## config.mk

```make
export PLATFORM = sky130hd
export DESIGN_NAME = sound_effect_sequencer
export DESIGN_NICKNAME = d
export VERILOG_FILES = /design/src/rtl/sound_pkg.sv /design/src/rtl/sound_tick_gen.sv /design/src/rtl/sound_effect_sequencer.sv
export SDC_FILE = /design/constraint.sdc
export NUM_CORES = 1
export LEC_CHECK = 0
export CAP_MARGIN = 20
export CORE_MARGIN = 3
export CORE_UTILIZATION = 30
export CTS_BUF_LIST = sky130_fd_sc_hd__clkbuf_2
export CTS_CLUSTER_SIZE = 8
export DETAILED_ROUTE_END_ITERATION = 8
export DONT_BUFFER_PORTS = 1
export PLACE_DENSITY = 0.44
export SETUP_SLACK_MARGIN = 0.15
export SLEW_MARGIN = 30
export SYNTH_ARGS = -nofsm -noshare
export SYNTH_HDL_FRONTEND = slang
export SYNTH_SLANG_ARGS = --single-unit
export TNS_END_PERCENT = 50
```

## constraint.sdc

```tcl
create_clock -name clk -period 3.4 [get_ports clk]
set_clock_uncertainty 0.15 [all_clocks]
set_input_delay 0.51 -clock clk [delete_from_list [all_inputs] [get_ports clk]]
set_output_delay 0.51 -clock clk [all_outputs]
set_load 0.005 [all_outputs]
```

## src/rtl/sound_pkg.sv

```systemverilog
// Shared types and constant tables for the sound effect sequencer:
// note prescale table, effect ids, effect step ROM and FSM states.
package sound_pkg;

  // Effect ids double as priorities: a lower value wins.
  typedef enum logic [1:0] {
    EFF_COLLISION = 2'd0,
    EFF_PFIRE     = 2'd1,
    EFF_MFIRE     = 2'd2,
    EFF_JINGLE    = 2'd3
  } effect_id_t;

  typedef enum logic [1:0] {
    ST_IDLE = 2'd0,
    ST_LOAD = 2'd1,
    ST_PLAY = 2'd2
  } state_t;

  // One note of an effect: note index, length in ms, end-of-effect marker.
  typedef struct packed {
    logic [3:0] note;
    logic [7:0] dur_ms;
    logic       last;
  } step_t;

  localparam int NUM_EFFECTS      = 4;
  localparam int STEPS_PER_EFFECT = 4;

  // Value the tone generator sees out of reset (same as note 0).
  localparam logic [9:0] PRESCALE_RESET = 10'h1D6;

  // Prescale values, 31.5 MHz / 256 / f.
  localparam logic [9:0] NOTE_TABLE [16] = '{
    10'h1D6, 10'h1BC, 10'h1A3, 10'h18B,
    10'h175, 10'h160, 10'h14D, 10'h13A,
    10'h128, 10'h118, 10'h108, 10'h0F9,
    10'h0EB, 10'h0DD, 10'h0D1, 10'h0C5
  };

  // Filler for unused ROM slots; never reached because a real step ends
  // the effect earlier, but keeps the ROM free of zero durations.
  localparam step_t STEP_NONE = '{4'd0, 8'd1, 1'b1};

  // Effect ROM indexed [effect id][step].
  localparam step_t EFFECT_ROM [NUM_EFFECTS][STEPS_PER_EFFECT] = '{
    '{ '{4'd2,  8'd40,  1'b0}, '{4'd0,  8'd40,  1'b1}, STEP_NONE, STEP_NONE },
    '{ '{4'd3,  8'd30,  1'b1}, STEP_NONE, STEP_NONE, STEP_NONE },
    '{ '{4'd6,  8'd20,  1'b0}, '{4'd9,  8'd20,  1'b1}, STEP_NONE, STEP_NONE },
    '{ '{4'd7,  8'd100, 1'b0}, '{4'd9,  8'd100, 1'b0},
       '{4'd11, 8'd100, 1'b0}, '{4'd12, 8'd100, 1'b1} }
  };

  // Priority encoder: lowest set bit is the highest-priority effect.
  function automatic effect_id_t highest_pending(input logic [3:0] pend);
    effect_id_t id;
    id = EFF_COLLISION;
    for (int i = 3; i >= 0; i--) begin
      if (pend[i]) begin
        id = effect_id_t'(i[1:0]);
      end
    end
    return id;
  endfunction

endpackage

```

## src/rtl/sound_tick_gen.sv

```systemverilog
// Duration tick prescaler: counts 0..TICK_CYCLES-1 and wraps, with a
// synchronous clear so every note starts on a fresh tick phase.
module sound_tick_gen #(
  parameter int TICK_CYCLES = 31500
) (
  input  logic clk,
  input  logic rst_n,
  input  logic clr_i,
  output logic tick_o
);

  localparam int CW = (TICK_CYCLES > 1) ? $clog2(TICK_CYCLES) : 1;
  localparam logic [CW-1:0] CNT_LAST = CW'(TICK_CYCLES - 1);

  logic [CW-1:0] cnt_q;
  logic [CW-1:0] cnt_d;

  // Next count: clear wins, otherwise wrap at the last count.
  always_comb begin
    cnt_d = cnt_q;
    if (clr_i) begin
      cnt_d = '0;
    end else if (cnt_q == CNT_LAST) begin
      cnt_d = '0;
    end else begin
      cnt_d = cnt_q + CW'(1);
    end
  end

  // Counter register.
  always_ff @(posedge clk or negedge rst_n) begin
    if (!rst_n) begin
      cnt_q <= '0;
    end else begin
      cnt_q <= cnt_d;
    end
  end

  assign tick_o = (cnt_q == CNT_LAST);

endmodule

```

## src/rtl/sound_effect_sequencer.sv

```systemverilog
// Sound effect sequencer: latches game event pulses, picks the
// highest-priority effect and steps through its notes on the single tone
// generator, with preemption by higher-priority effects.
module sound_effect_sequencer
  import sound_pkg::*;
#(
  parameter int TICK_CYCLES = 31500
) (
  input  logic       clk,
  input  logic       resetN,
  input  logic [3:0] req,
  input  logic       mute,
  output logic [9:0] preScaleValue,
  output logic       enabler,
  output logic       busy,
  output logic [1:0] active_id
);

  state_t     state_q,     state_d;
  effect_id_t active_id_q, active_id_d;
  logic [3:0] pending_q,   pending_d;
  logic [1:0] step_q,      step_d;
  logic [7:0] dur_cnt_q,   dur_cnt_d;
  logic [9:0] prescale_q,  prescale_d;
  logic       en_q,        en_d;

  logic       tick;
  logic       tick_clr;
  logic       is_busy;
  logic [3:0] active_mask;
  logic [3:0] req_accept;
  logic [3:0] load_mask;
  effect_id_t top_id;
  logic       preempt;
  step_t      cur_step;

  assign is_busy     = (state_q != ST_IDLE);
  assign active_mask = 4'b0001 << active_id_q;
  // A request for the effect already running is dropped, not queued.
  assign req_accept  = is_busy ? (req & ~active_mask) : req;
  assign top_id      = highest_pending(pending_q);
  assign preempt     = (|pending_q) && (top_id < active_id_q);
  assign cur_step    = EFFECT_ROM[active_id_q][step_q];
  assign tick_clr    = (state_q == ST_LOAD);

  sound_tick_gen #(
    .TICK_CYCLES(TICK_CYCLES)
  ) u_tick (
    .clk   (clk),
    .rst_n (resetN),
    .clr_i (tick_clr),
    .tick_o(tick)
  );

  // Next-state logic: effect selection, note loading and duration countdown.
  always_comb begin
    state_d     = state_q;
    active_id_d = active_id_q;
    step_d      = step_q;
    dur_cnt_d   = dur_cnt_q;
    prescale_d  = prescale_q;
    en_d        = en_q;
    load_mask   = 4'b0000;

    unique case (state_q)
      ST_IDLE: begin
        if (|pending_q) begin
          state_d     = ST_LOAD;
          active_id_d = top_id;
          step_d      = 2'd0;
          load_mask   = 4'b0001 << top_id;
        end
      end

      ST_LOAD: begin
        if (preempt) begin
          // Restart loading with the more urgent effect; the old one is dropped.
          state_d     = ST_LOAD;
          active_id_d = top_id;
          step_d      = 2'd0;
          load_mask   = 4'b0001 << top_id;
        end else begin
          prescale_d = NOTE_TABLE[cur_step.note];
          dur_cnt_d  = cur_step.dur_ms;
          en_d       = 1'b1;
          state_d    = ST_PLAY;
        end
      end

      ST_PLAY: begin
        if (preempt) begin
          state_d     = ST_LOAD;
          active_id_d = top_id;
          step_d      = 2'd0;
          load_mask   = 4'b0001 << top_id;
        end else if (tick) begin
          dur_cnt_d = dur_cnt_q - 8'd1;
          if (dur_cnt_q == 8'd1) begin
            if (cur_step.last) begin
              state_d = ST_IDLE;
              en_d    = 1'b0;
            end else begin
              step_d  = step_q + 2'd1;
              state_d = ST_LOAD;
            end
          end
        end
      end

      default: begin
        state_d = ST_IDLE;
        en_d    = 1'b0;
      end
    endcase

    // New requests are folded in before the loaded effect's bit is cleared,
    // so a same-cycle retrigger of the effect being loaded is absorbed.
    pending_d = (pending_q | req_accept) & ~load_mask;
  end

  // State and datapath registers.
  always_ff @(posedge clk or negedge resetN) begin
    if (!resetN) begin
      state_q     <= ST_IDLE;
      active_id_q <= EFF_COLLISION;
      pending_q   <= 4'b0000;
      step_q      <= 2'd0;
      dur_cnt_q   <= 8'd0;
      prescale_q  <= PRESCALE_RESET;
      en_q        <= 1'b0;
    end else begin
      state_q     <= state_d;
      active_id_q <= active_id_d;
      pending_q   <= pending_d;
      step_q      <= step_d;
      dur_cnt_q   <= dur_cnt_d;
      prescale_q  <= prescale_d;
      en_q        <= en_d;
    end
  end

  assign preScaleValue = prescale_q;
  assign enabler       = en_q & ~mute;
  assign busy          = is_busy;
  assign active_id     = active_id_q;

endmodule

```

==> results.json, run 1 <==
{
  "hpwlAfterDp_um": 4360,
  "tightest_slew_ns": 0.754,
  "synth_top_area_cell": "dfrtp_1",
  "wl_um": 6100,
  "p_sw_share_pct": 24.0,
  "leakagePower_nw": 1.23,
  "yosys.area_share.xor_xnor_pct": 4.22,
  "relSlewSlack_pct": 49.1,
  "endpoint": "en_q",
  "setup_viol": 0,
  "powerDensity_nw_per_um2": 266,
  "synthArstFlopShare_pct": 100,
  "place_congestion": 0.753,
  "clkSinkCount": 43,
  "switching_power_w": 0.000183,
  "clkTransAtPathRegs_ns": 0.22,
  "clockPowerShare_pct": 30.4,
  "vdd_ir_drop_max_uv": 97.9,
  "clk_latency_ns": 0.41,
  "start_util_pct": 31.9,
  "wirelength_met1_um": 3200,
  "slew_viol_final": 0,
  "synth_top_flop_cell": "dfrtp_1",
  "ys_types": 53,
  "clockBufferDepth": 2,
  "dieArea_um2": 10200,
  "wl_met3_um": 172,
  "antenna_found_initial": 0,
  "dp.cells": 398,
  "path_class": "flip-flop to flip-flop",
  "wire_per_inst_um": 15.0,
  "viasPerCell": 5.13,
  "r2r-end": "en_q",
  "path_max_fanout": 7,
  "synth_area_um2": 2700,
  "tritoncts": "done",
  "yosysWarningCount": 0,
  "core_area_um2": 8460,
  "cp-end-kind": "flip-flop",
  "drtPass1Iterations": 4,
  "rrSetupSlack_ns": 0.67,
  "reg2reg_depth": 5,
  "vias": 2092,
  "fin_crit_ns": 2.73,
  "wl_met2_um": 2650,
  "synth-compound-area-share_pct": 18.7,
  "cp_cell_sequence": "nor4_1, nor4bb_1, nand2_1, a21boi_0, mux2_2",
  "seq_area_frac_synth_pct": 40.1,
  "finalHoldViolations": 0,
  "grt_use_total_pct": 13.0,
  "clock_tree.htree_level_count": 2,
  "cp-start-kind": "flip-flop",
  "ant_nets": 0,
  "rsz0062_at_grt": "false",
  "synth_area_leaders": "dfrtp_1 34%, ha_1 7.9%, dfstp_2 5.8%, o21ai_0 5.6%, nor2_1 4.2%",
  "hold_class": "primary input to flip-flop",
  "synthMuxAreaShare_pct": 4.03,
  "slowest_delay_ns": 0.75,
  "max_freq_mhz": 366,
  "cp_slowest_cell": "nor4bb_1",
  "port_buffers": 0,
  "status": "completed",
  "crit_family": "simple AND/OR/NAND/NOR gates",
  "crit_required_ns": 3.57,
  "die-height_um": 101,
  "drive_above_1_share_pct": 9.90,
  "syn_to_final_growth_pct": 5.98,
  "chipWidth_um": 101,
  "grt_max_degree": 44,
  "top_layer": "met4",
  "grt_pass1_vias": 2086,
  "nets": 326,
  "ys_seq_elements": 43,
  "cts_buffers": 5,
  "synth-edff-count": 0,
  "crit_cells": 5,
  "crit_buf_inv": 0,
  "finalCritPeriodShare_pct": 80.4,
  "num_io_pins": 21,
  "num_rows": 33,
  "power_frac_seq_pct": 67.4,
  "synth_top_family_by_area": "simple AND/OR/NAND/NOR gates",
  "fin_setup_tns_ns": 0,
  "synth_nets": 330,
  "combPwrFrac_pct": 2.2,
  "grt_pass1_wl_um": 10500,
  "root_buffer": "clkbuf_2",
  "syn_inst": 306,
  "overflow": 0,
  "cap_violations": 0,
  "final_cell_count_no_fill": 408,
  "internal_power_w": 0.000578,
  "synth_top_area_share_pct": 34.3,
  "avgSynthCellArea_um2": 8.82,
  "yosys.area_share.simple_pct": 19.8,
  "drtIter0Drc": 83,
  "worstReg2RegStart": "dur_cnt_q[2]",
  "n_antenna_cell": 0,
  "route.detailed.drc": 0,
  "arrival_ns": 2.90,
  "cp-startpoint": "dur_cnt_q[2]",
  "synth_fa_ha_area_share_pct": 7.88
}
-- worst reg2reg max path, cell delays in order, from the launching register on --
cell      delay, ns
dfrtp_1        0.51
nor4_1         0.51
nor4bb_1       0.75
nand2_1        0.15
a21boi_0       0.23
mux2_2         0.35
-- cells in the mapped netlist (3+ instances only) --
cell	count
a211oi_1	4
a21o_1	3
a21oi_1	16
a31oi_1	5
and3_1	4
clkbuf_1	12
dfrtp_1	37
dfstp_2	6
ha_1	17
inv_1	19
mux2_2	7
mux2i_1	3
nand2_1	26
nand3_1	14
nor2_1	30
nor2b_1	4
nor3_1	8
o211ai_1	5
o21ai_0	30
xnor2_1	3
xor2_1	10
-- power by group through the flow --
stage               Combinational (W)  Sequential (W)  Clock [W]
floorplan                  0.00000222        0.000521          0
global placement           0.00000177        0.000521          0
detailed placement         0.00000177        0.000521          0
CTS                         0.0000182        0.000513   0.000250
global route                0.0000195        0.000513   0.000268
finish                      0.0000168        0.000513   0.000231
-- registers in the layout, summed over array words and instances, names as in the netlist --
name,flops
active_id,2
dur_cnt_q,8
en_q,1
pending_q,4
preScaleValue,9
state_q,2
step_q,2
u_tick.cnt_q,15
-- worst min path at each step --
stage	from	end	cells past startpoint
final	req[0]	pending_q[0]	2
after detailed placement	resetN	preScaleValue[5]	0
after global routing	req[0]	pending_q[0]	2
after floorplan	resetN	active_id[0]	0
after global placement	resetN	preScaleValue[5]	0
after CTS	req[0]	pending_q[0]	2
-- repair_timing --
item / 4_1_cts / 5_1_grt
gates resized for setup: 0 / 0
setup endpoints to repair: 0 / 0
endpoints found under the hold margin: 43 / 0
setup buffers: 0 / 0
hold buffers: 2 / 0
-- cells in the final DEF, fill, tap and decap left out, types with 4 or more instances in the layout --
master	count
nor3_1	8
nand2_1	26
clkbuf_2	8
a21oi_1	16
nor2b_1	4
a31oi_1	5
and3_1	4
nor2_1	30
o21ai_0	30
dfrtp_1	37
inv_1	19
xor2_1	10
dfstp_2	6
o211ai_1	5
a211oi_1	4
mux2_2	7
ha_1	17
nand3_1	14
-- kinds of logic (layout without fill, tap and decap cells) --
kind of cell	Yosys count	in the layout
muxes	10	10
adders and majority gates	17	17
buffers and inverters	35	32
other	1	1
xor gates and xnor gates	13	13
AOI/OAI and AO/OA	81	81
DFF	43	43
and+or+nand+nor	106	106
-- stage by stage --
stage	worst slack, ns	utilization, %	hold slack (ns)	instance area [um^2]	power, W
2_1_floorplan	1.15	-	0.0644	2700	0.000524
3_3_place_gp	0.791	32.9	0.0655	2780	0.000523
3_5_place_dp	0.677	32.9	0.0656	2780	0.000523
4_1_cts	0.639	33.8	0.0391	2860	0.000781
5_1_grt	0.388	33.8	0.0297	2860	0.000801
6_report	0.665	33.8	0.0765	2860	0.000761
-- area by class of cell --
cell class / instances / area (um^2)
flip-flops and latches: 43 / 1080
clock buffers: 8 / 40.0
fillers: 861 / 5600
inverters: 20 / 75.1
multi-input cells: 228 / 1480
well taps: 105 / 131
repair buffers: 4 / 52.6
-- routing by layer --
metal  GRT usage, %  up-vias
li1               -     1068
met4           4.35        0
met2           18.6       21
met3           2.77       10
met1           19.3      993
met5              0        -
(Power assumes the default switching activity.)
==> run 2, diff against run 1 <==
clock period = 2.6 ns   (was 3.4 ns; I/O delays follow)
==> results.json, run 2 (synthesis gave the netlist of run 1 again) <==
{
  "max_freq_mhz": 421,
  "power_w": 0.000981,
  "arrival_ns": 2.57,
  "port_buffers": 0,
  "dieArea_um2": 10200,
  "nets": 344,
  "hold_ws_ns": 0.137,
  "cp-startpoint": "u_tick.cnt_q[4]",
  "status": "completed",
  "worstReg2RegStart": "u_tick.cnt_q[4]",
  "grt_pass1_wl_um": 10600,
  "finalHoldViolations": 0,
  "overflow": 0,
  "dp.cells": 408,
  "crit_required_ns": 2.79,
  "rsz0062_at_grt": "true",
  "combPwrFrac_pct": 2.6,
  "internal_power_w": 0.000742,
  "p_sw_share_pct": 24.4,
  "drive_above_1_share_pct": 14.6,
  "hold_class": "primary input to flip-flop",
  "n_antenna_cell": 0,
  "tritoncts": "done",
  "vias": 2140,
  "worst_slack_ns": 0.222,
  "finalCritPeriodShare_pct": 91.4,
  "clkTransAtPathRegs_ns": 0.23,
  "chipWidth_um": 101,
  "wire_per_inst_um": 14.4,
  "final_common_cell": "dfrtp_1",
  "cts_buffers": 5,
  "clkSinkCount": 43,
  "grt_pass1_vias": 2186,
  "vdd_ir_drop_max_uv": 112,
  "fin_setup_tns_ns": 0,
  "tightest_slew_ns": 0.555,
  "largest_register_ffs": 15,
  "clockPowerShare_pct": 29.1,
  "grt_max_degree": 44,
  "drtIter0Drc": 120,
  "hpwlAfterDp_um": 4430,
  "clk_latency_ns": 0.41,
  "die-height_um": 101,
  "root_buffer": "clkbuf_2",
  "core_area_um2": 8460,
  "antenna_found_initial": 0,
  "wl_um": 6140,
  "switching_power_w": 0.000239,
  "num_rows": 33,
  "powerDensity_nw_per_um2": 325,
  "top_register": "u_tick.cnt_q",
  "power_frac_seq_pct": 68.4,
  "place_congestion": 0.729,
  "relSlewSlack_pct": 62.7,
  "fin_crit_ns": 2.38,
  "syn_to_final_growth_pct": 11.8,
  "cap_violations": 0,
  "start_util_pct": 31.9,
  "cp-start-kind": "flip-flop",
  "drtPass1Iterations": 4,
  "ant_nets": 0,
  "slew_viol_final": 0,
  "path_class": "flip-flop to flip-flop",
  "path_max_fanout": 5,
  "leakagePower_nw": 1.32,
  "viasPerCell": 5.02,
  "route.detailed.drc": 0,
  "most-common-layout-cells": "35 x dfrtp_1, 30 x nor2_1, 30 x o21ai_0",
  "setup_viol": 0,
  "pre_cts_slack_ns": 0.213,
  "hold_start": "req[2]",
  "final_cell_count_no_fill": 426,
  "clock_tree.htree_level_count": 2,
  "cp-end-kind": "flip-flop",
  "grt_use_total_pct": 13.1,
  "clockBufferDepth": 2,
  "num_io_pins": 21
}
## run 2: area by class of cell
cell class	count	area, um^2
fillers	881	5450
inverters	20	75.1
well taps	105	131
clock buffers	5	25.0
multi-input cells	228	1490
clock inverters	3	15.0
repair buffers	22	195
flip-flops and latches	43	1090
## run 2: stage by stage
stage / area (um^2) / utilization [%]
finish: 3020 / 35.7
global route: 3020 / 35.7
CTS: 2980 / 35.2
detailed placement: 2860 / 33.8
global placement: 2860 / 33.8
floorplan: 2700 / -
## run 2: worst paths after layout
check / to / slack, ns / cells past startpoint
min reg2reg: preScaleValue[8] / 0.35 / 2
max reg2reg: en_q / 0.22 / 6
max in group asynchronous: preScaleValue[1] / 1.70 / 2
max: en_q / 0.22 / 6
min: pending_q[2] / 0.14 / 2
min in group asynchronous: u_tick.cnt_q[9] / 0.33 / 2
## run 2: power groups by stage
stage          Combinational (W)  Clock (W)  Sequential [W]
2_1_floorplan         0.00000290          0        0.000682
3_3_place_gp          0.00000223          0        0.000682
3_5_place_dp          0.00000216          0        0.000682
4_1_cts                0.0000272   0.000313        0.000671
5_1_grt                0.0000293   0.000334        0.000671
6_report               0.0000253   0.000285        0.000671
## run 2: timing repair
action / 4_1_cts / 5_1_grt
hold buffers: 5 / 0
endpoints found under the hold margin: 46 / 0
setup buffers: 0 / 5
pin swaps: 0 / 2
endpoints found under the setup margin: 1 / 7
resized for setup: 1 / 2
## run 2: worst max-delay path, stage by stage (launching register included)
cell,delay (ns)
dfrtp_1,0.46
or4_4,0.55
nor4_4,0.32
buf_4,0.20
nand2_1,0.06
a21boi_0,0.22
mux2_2,0.35
## run 2: layer usage
layer  track usage (%)  vias up  share of wire (%)
met2              20.7       23                 45
li1                  -     1108                  -
met5                 0        -                  0
met4              3.73        0                1.0
met3              2.56        7                2.6
met1              18.1     1002                 52
==> run 3, diff against run 2 <==
PLACE_DENSITY = 0.54   (was 0.44)
==> results.json, run 3 (synthesis gave the netlist of run 1 again) <==
{
  "antenna_found_initial": 0,
  "port_buffers": 0,
  "max_freq_mhz": 438,
  "crit_buf_inv": 2,
  "largest_register_ffs": 15,
  "final_area_um2": 3000,
  "clock_tree.htree_level_count": 2,
  "drive_above_1_share_pct": 12.9,
  "clkSinkCount": 43,
  "grt_max_degree": 44,
  "crit_required_ns": 2.78,
  "final_cell_count_no_fill": 422,
  "start_util_pct": 31.9,
  "powerDensity_nw_per_um2": 363,
  "cts_buffers": 5,
  "cap_violations": 0,
  "vias": 2107,
  "root_buffer": "clkbuf_2",
  "drtPass1Iterations": 4,
  "vdd_ir_drop_max_uv": 129,
  "die-height_um": 101,
  "num_rows": 33,
  "path_class": "flip-flop to flip-flop",
  "cp-start-kind": "flip-flop",
  "top_register": "u_tick.cnt_q",
  "nFillCells": 847,
  "busiest_layer": "met1",
  "dp.cells": 408,
  "viasPerCell": 4.99,
  "clk_latency_ns": 0.40,
  "arrival_ns": 2.46,
  "nets": 340,
  "ant_nets": 0,
  "clockBufferDepth": 2,
  "grt_use_met3_pct": 2.63,
  "final_common_cell": "dfrtp_1",
  "fin_crit_ns": 2.28,
  "leakagePower_nw": 1.31,
  "overflow": 0,
  "hold_ws_ns": 0.138,
  "grt_pass1_wl_um": 9990,
  "slew_viol_final": 0,
  "wl_um": 5550,
  "status": "completed",
  "finalCritPeriodShare_pct": 87.9,
  "place_congestion": 0.751,
  "grt_use_total_pct": 12.1,
  "syn_to_final_growth_pct": 11.2,
  "cp_cell_sequence": "nor4_1, buf_4, nor4bb_1, buf_4, nand2_1, a21boi_0, mux2_2",
  "chipWidth_um": 101,
  "use_met1_pct": 17.9,
  "setup_viol": 0,
  "most-common-layout-cells": "37 x dfrtp_1, 30 x nor2_1, 29 x o21ai_0",
  "rsz0062_at_grt": "false",
  "slowest_delay_ns": 0.51,
  "finalHoldViolations": 0,
  "grt_pass1_vias": 2103,
  "pre_cts_slack_ns": 0.263,
  "grt_use_met2_pct": 17.4,
  "core_area_um2": 8460,
  "drtIter0Drc": 77,
  "dieArea_um2": 10200,
  "cp-end-kind": "flip-flop",
  "num_io_pins": 21,
  "crit_family": "simple AND/OR/NAND/NOR gates",
  "path_max_fanout": 7,
  "cp_slowest_cell": "dfrtp_1",
  "route.detailed.drc": 0,
  "clkTransAtPathRegs_ns": 0.25,
  "wire_per_inst_um": 13.2,
  "n_antenna_cell": 0,
  "worst_slack_ns": 0.316,
  "hpwlAfterDp_um": 4110,
  "tritoncts": "done",
  "dpl-instance-area_um2": 2860,
  "fin_setup_tns_ns": 0,
  "hold_class": "primary input to flip-flop",
  "crit_top_cell": "buf_4"
}
-- run 3: cell count changes in the layout (fill, tap and decap cells not counted) --
cell	delta
dfrtp_1	+2
clkinv_4	+1
clkinv_2	-2
o21ai_1	+1
bufinv_16	+1
o221ai_2	+1
o221ai_4	-1
dfrtp_2	-2
o21ai_0	-1
buf_4	-4
-- run 3: metal layers --
layer	share of wire [%]	wire length, um
met1	54	2990
met2	41	2280
met3	3.3	184
met4	1.6	90
met5	0	0
-- run 3: layout make-up --
type                            instances  area (um^2)  area share [%]
Clock inverter                          3         43.8            1.46
Inverter                               20         75.1            2.50
Sequential cell                        43         1080            36.1
Timing Repair Buffer                   18          165            5.50
Tap cell                              105          131            4.38
Multi-Input combinational cell        228         1480            49.3
Clock buffer                            5         25.0           0.833
-- run 3: worst register-to-register path, cell delays in order (launching register included) --
cell      delay (ns)
dfrtp_1         0.51
nor4_1          0.25
buf_4           0.17
nor4bb_1        0.33
buf_4           0.19
nand2_1         0.06
a21boi_0        0.20
mux2_2          0.35
-- run 3: what timing repair did --
item                                   4_1_cts  5_1_grt
endpoints found under the hold margin       46        0
resized for setup                            0        1
setup endpoints to repair                    0        9
setup buffers                                0        1
hold buffers                                 5        0
-- run 3: final timing paths --
| path | startpoint | to | slack [ns] | cells after the start |
|---|---|---|---|---|
| max reg2reg | dur_cnt_q[2] | en_q | 0.32 | 7 |
| min reg2reg | preScaleValue[6] | preScaleValue[6] | 0.35 | 2 |
| min in group asynchronous | resetN | preScaleValue[5] | 0.28 | 2 |
| max | dur_cnt_q[2] | en_q | 0.32 | 7 |
| min | req[2] | pending_q[2] | 0.14 | 2 |
| max in group asynchronous | resetN | preScaleValue[2] | 1.76 | 2 |
-- run 3: power breakdown --
group / internal (W) / switching, W
Sequential: 0.000671 / 0.000000000000000000214
Clock: 0.000163 / 0.000233
Combinational: 0.00000918 / 0.0000157
-- run 3: per-stage QoR --
step | total power (W) | utilization, %
floorplan | 0.000685 | -
global placement | 0.000684 | 33.8
detailed placement | 0.000684 | 33.8
CTS | 0.00112 | 35.4
global route | 0.00115 | 35.5
finish | 0.00109 | 35.5
